===== config.mk =====
export PLATFORM = sky130hd
export DESIGN_NAME = pipe_issue_ctrl
export DESIGN_NICKNAME = d
export VERILOG_FILES = /design/src/rtl/pipe_issue_ctrl.sv
export SDC_FILE = /design/constraint.sdc
export NUM_CORES = 1
export LEC_CHECK = 0
export ABC_AREA = 1
export CAP_MARGIN = 10
export CELL_PAD_IN_SITES_DETAIL_PLACEMENT = 1
export CELL_PAD_IN_SITES_GLOBAL_PLACEMENT = 2
export CORE_MARGIN = 2
export CORE_UTILIZATION = 29
export CTS_CLUSTER_DIAMETER = 100
export DETAILED_ROUTE_END_ITERATION = 7
export GPL_ROUTABILITY_DRIVEN = 1
export GPL_TIMING_DRIVEN = 0
export PLACE_DENSITY_LB_ADDON = 0.25
export RECOVER_POWER = 100
export SYNTH_ARGS = -nofsm -noshare
export SYNTH_HDL_FRONTEND = slang
export SYNTH_SLANG_ARGS = --single-unit

===== constraint.sdc =====
create_clock -name clk -period 3.46 [get_ports clk]
set_input_delay 0.519 -clock clk [delete_from_list [all_inputs] [get_ports clk]]
set_output_delay 0.519 -clock clk [all_outputs]
set_load 0.02 [all_outputs]

===== src/rtl/pipe_issue_ctrl.sv =====
// Issue controller between ID and EX: register scoreboard for RAW/WAW stalls
// plus the run / single-step / halt sequencer.
module pipe_issue_ctrl #(
  parameter int unsigned NREG  = 16,
  parameter int unsigned CNT_W = 16
) (
  input  logic             clk,
  input  logic             reset,
  input  logic             run,
  input  logic             step,
  input  logic             halt_req,
  input  logic             id_valid,
  input  logic [15:0]      id_instr,
  input  logic             wb_valid,
  input  logic [3:0]       wb_rd,
  output logic             issue,
  output logic             stall,
  output logic             bubble,
  output logic             halted,
  output logic [NREG-1:0]  busy_mask,
  output logic [CNT_W-1:0] stall_count
);

  localparam logic [2:0] IDLE   = 3'd0;
  localparam logic [2:0] RUN    = 3'd1;
  localparam logic [2:0] STEP   = 3'd2;
  localparam logic [2:0] DRAIN  = 3'd3;
  localparam logic [2:0] HALTED = 3'd4;

  localparam logic [3:0] OP_ADD  = 4'b0000;
  localparam logic [3:0] OP_SUB  = 4'b0001;
  localparam logic [3:0] OP_LOAD = 4'b0010;
  localparam logic [3:0] OP_HALT = 4'b1111;

  logic [2:0]       state_q, state_d;
  logic [NREG-1:0]  busy_q, busy_d;
  logic [CNT_W-1:0] cnt_q, cnt_d;

  logic [3:0] opcode, rd, rs1, rs2;
  logic       is_alu, is_writer, is_halt;
  logic       hazard, can_go, halt_consume;

  assign opcode = id_instr[15:12];
  assign rd     = id_instr[11:8];
  assign rs1    = id_instr[7:4];
  assign rs2    = id_instr[3:0];

  assign is_alu    = (opcode == OP_ADD) || (opcode == OP_SUB);
  assign is_writer = is_alu || (opcode == OP_LOAD);
  assign is_halt   = (opcode == OP_HALT);

  // Only the registered scoreboard is consulted; a same-cycle WB clear is not bypassed.
  assign hazard = id_valid & ((is_writer & busy_q[rd]) |
                              (is_alu & (busy_q[rs1] | busy_q[rs2])));

  assign can_go       = (state_q == RUN) || (state_q == STEP);
  assign halt_consume = can_go & id_valid & is_halt;

  assign issue       = can_go & id_valid & ~hazard & ~is_halt;
  assign stall       = ~can_go | (id_valid & hazard);
  assign bubble      = ~issue;
  assign halted      = (state_q == HALTED);
  assign busy_mask   = busy_q;
  assign stall_count = cnt_q;

  always_comb begin
    state_d = state_q;
    case (state_q)
      IDLE, HALTED: begin
        if (step)     state_d = STEP;
        else if (run) state_d = RUN;
      end
      RUN: begin
        if (halt_req || halt_consume) state_d = DRAIN;
      end
      STEP: begin
        if (issue)                         state_d = HALTED;
        else if (halt_consume || halt_req) state_d = DRAIN;
      end
      DRAIN: begin
        if (busy_q == '0) state_d = HALTED;
      end
      default: state_d = IDLE;
    endcase
  end

  // Set is applied after clear so an issuing writer wins over a retiring one.
  always_comb begin
    busy_d = busy_q;
    if (wb_valid) busy_d[wb_rd] = 1'b0;
    if (issue && is_writer) busy_d[rd] = 1'b1;
  end

  always_comb begin
    cnt_d = cnt_q;
    if (can_go && hazard && (cnt_q != {CNT_W{1'b1}})) cnt_d = cnt_q + CNT_W'(1);
  end

  always_ff @(posedge clk or posedge reset) begin
    if (reset) begin
      state_q <= IDLE;
      busy_q  <= '0;
      cnt_q   <= '0;
    end else begin
      state_q <= state_d;
      busy_q  <= busy_d;
      cnt_q   <= cnt_d;
    end
  end

endmodule


==> results by group <==
Outcome
  – Status: completed

Floorplan
  – Width of the chip: 98.5 um
  – Count of pins on the block boundary: 63
  – Die H: 98.5 um
  – Site row count: 34
  – Initial Util: 29.8%
  – Total Die Area: 9690 um2
  – Core Area: 8680 um2

Flow run
  – Number of maximum-capacitance violations: 0

Setup path
  – Ordered list of cells on the worst path: clkdlybuf4s50_1 > nor2_2 > nand2_1 > o21ai_0 > o21ai_1 > nand2_1 > o21ai_4 > nand3_1 > clkdlybuf4s50_1
  – Type of element capturing the critical path: output pin
  – Largest stage delay on the critical path: 0.63 ns
  – Worst endpoint required time: 2.94 ns
  – Critical Setup Path Class: primary input to output pin
  – Arrival @ worst endpoint: 2.71 ns
  – Slack of the worst reg-to-reg path: 0.90 ns
  – Standard cell with the maximum stage delay on the critical path: sky130_fd_sc_hd__clkdlybuf4s50_1
  – FF-to-FF End: stall_count[14]
  – Startpoint types: primary input
  – FF-to-FF Start: busy_mask[5]
  – Largest driver fanout on the critical path: 8
  – Worst reg2reg path depth: 15

Synthesis
  – Nets in the synthesized netlist: 419
  – Cells after synthesis: 391
  – Area share of the largest cell type after synthesis: 33.8%
  – Cell area after synthesis: 2590 um2
  – Flip-flop and latch count after synthesis: 35
  – Number of distinct standard cells referenced by the synthesized netlist: 28
  – Fraction of the yosys area taken by sequential cells: 33.8%
  – Cell taking the most area after synthesis: sky130_fd_sc_hd__dfrtp_1
  – Avg Synthesized Cell Area: 6.62 um2
  – Warning count from the yosys run: 0
  – Most area-consuming cells after synthesis: sky130_fd_sc_hd__dfrtp_1 34%, sky130_fd_sc_hd__nand2_1 19%, sky130_fd_sc_hd__inv_1 8.3%, sky130_fd_sc_hd__nand3_1 7.9%, sky130_fd_sc_hd__o21ai_0 6.2%

Pwr
  – Switching share of power: 42.6%
  – Internal power component: 0.887 mW
  – Power spent charging and discharging nets: 0.659 mW
  – Power density over cell area: 464 nW/um2
  – Maximum resistive drop on vdd: 260 uV
  – Sequential cell fraction of total power: 35.7%
  – Relative contribution of combinational cells to total power: 45.5%
  – Clock Power Share: 18.8%
  – Reported leakage power: 1.65 nW

Global route
  – Gr ovfl total: 0
  – All-Layer GR Usage: 18.0%
  – Antenna violations before repair: 0
  – Largest net degree at the start of global routing: 36
  – First-pass GRT wire length: 14.4 mm
  – Via count of the first global-routing pass: 2911

Clock network
  – Clock tree from TritonCTS: yes
  – Number of levels the H-tree was split into: 2
  – Number of gates given a new drive strength after cts: 0
  – Worst-path clk slew: 0.07 ns
  – Number of clock buffers inserted by TritonCTS: 5
  – Max Buffers Root-to-Sink: 2
  – Cell at the root of the clock tree: sky130_fd_sc_hd__clkbuf_8
  – Clock net sink count: 35
  – Number of buffers inserted to repair setup after CTS: 0
  – Hold buffers post-CTS: 0
  – Clock latency at the later pin of the worst-skew pair: 0.28 ns

Timing
  – Max Slew Vio Count: 0
  – Clock period minus final worst setup slack: 3.23 ns
  – Fin crit share: 93.5%
  – Setup repair after global routing missed its margin: no
  – Fmax: 309 MHz
  – Final hold violation count: 0
  – Worst-margin pin slew: 1.40 ns
  – Final setup vio count: 0
  – Clock skew: 0.00587 ns
  – Slew Limit Headroom: 6.85%
  – Setup TNS: 0 ns

Placement
  – Post-DP HPWL: 6.76 mm
  – Weighted congestion reported at the end of routability-driven placement: 0.842
  – PortBufs: 60

Route
  – Post-DRT Antenna Nets: 0
  – Average wire length per cell after detail routing: 15.1 um
  – Via/cell ratio: 4.96
  – DRC marker count from the first detailed-route iteration: 150
  – Post-detailed-route DRC marker count: 0
  – Routed via count: 2813
  – Detailed Route WL: 8.56 mm
  – Drt first pass iters: 4

Finish
  – Fin util: 38.4%
  – Fraction of layout instances using a drive strength above 1: 5.23%
  – Layout overhead on the synthesized area: 28.8%
  – Most used cells in the layout excluding fill and tap cells: 134 x sky130_fd_sc_hd__nand2_1, 57 x sky130_fd_sc_hd__inv_1, 41 x sky130_fd_sc_hd__nand3_1
  – Diodes inserted: 0
  – Most common cell after layout, fill and taps aside: sky130_fd_sc_hd__nand2_1
  – Layout fillers: 1142
  – Number of nets at the end of the flow: 486

Worst hold path
  – Worst Hold Endpoint: busy_mask[9]
  – Critical hold path startpoint: busy_mask[9]
  – Path class of the lowest-slack min-delay path: flop to flop
  – Cell count of the worst hold path: 2
through the flow:
| step | std cells | setup WS (ns) | power [mW] | hold WS (ns) | cell area (um2) |
|---|---|---|---|---|---|
| 2_1_floorplan | 391 | 1.19 | 0.999 | 0.521 | 2590 |
| 3_3_place_gp | 559 | 0.165 | 1.30 | 0.540 | 3320 |
| 3_5_place_dp | 559 | 0.128 | 1.32 | 0.541 | 3320 |
| 4_1_cts | 567 | 0.126 | 1.62 | 0.563 | 3400 |
| 5_1_grt | 567 | 0.0332 | 1.67 | 0.590 | 3330 |
| 6_report | 567 | 0.226 | 1.55 | 0.540 | 3330 |
critical path: cells and delay by family:
family	cells	cell delay, ns
AND/OR/NAND/NOR	4	0.77
buffers and inverters	2	1.16
AO/OA/AOI/OAI	3	0.26
power groups by stage:
stage	sequential, mW	combinational [mW]	clock (mW)
finish	0.551	0.703	0.291
global route	0.565	0.784	0.317
CTS	0.555	0.758	0.302
detailed placement	0.563	0.753	0
global placement	0.561	0.741	0
floorplan	0.615	0.384	0
sequential cells by signal, indices dropped and copies added, names as in the netlist:
register,cells
stall_count,16
busy_mask,16
state_q,3
synth_stat cells, drive strengths merged:
master and count:
nor4b 1, ha 1, nand4 7, nor4 1, o21ai 45, a31oi 1
inv 61, nand3b 1, nor2 28, dfrtp 35, o22ai 4, xnor2 7
nand2 136, nor3 10, nand3 42, xor2 6, buf 5
layout make-up:
class | count | area, um2 | share of cell area [%]
inverter | 61 | 230 | 6.91
sequential | 35 | 876 | 26.3
buffer | 5 | 26.3 | 0.788
clock inverter | 1 | 5.00 | 0.150
clock buffer | 7 | 76.3 | 2.29
timing repair buffer | 60 | 594 | 17.8
tap | 108 | 135 | 4.05
multi-input combinational | 290 | 1390 | 41.7
kinds of logic after synthesis:
| kind of cell | share of synthesized area, % |
|---|---|
| xor+xnor | 4.40 |
| compound gates | 12.4 |
| fa+ha+maj | 0.483 |
| flops | 33.8 |
| buf+inv | 10.7 |
| simple gates | 38.2 |
metal layers:
layer | routed length, um | global-route usage (%) | up-vias
met2 | 4080 | 30.3 | 59
met1 | 4080 | 25.1 | 1367
li1 | - | - | 1383
met5 | 0 | 0 | -
met4 | 55 | 3.16 | 0
met3 | 349 | 2.41 | 4
worst max path at each step:
stage          slack (ns)  cells after the start     end   startpoint
2_1_floorplan        1.19                     12   issue  id_instr[4]
3_3_place_gp         0.16                     10   issue  id_instr[9]
3_5_place_dp         0.13                     10   issue  id_instr[9]
4_1_cts              0.13                     10   issue  id_instr[9]
5_1_grt              0.03                      9  bubble  id_instr[8]
6_report             0.23                      9  bubble  id_instr[8]
(Power assumes the default switching activity.)
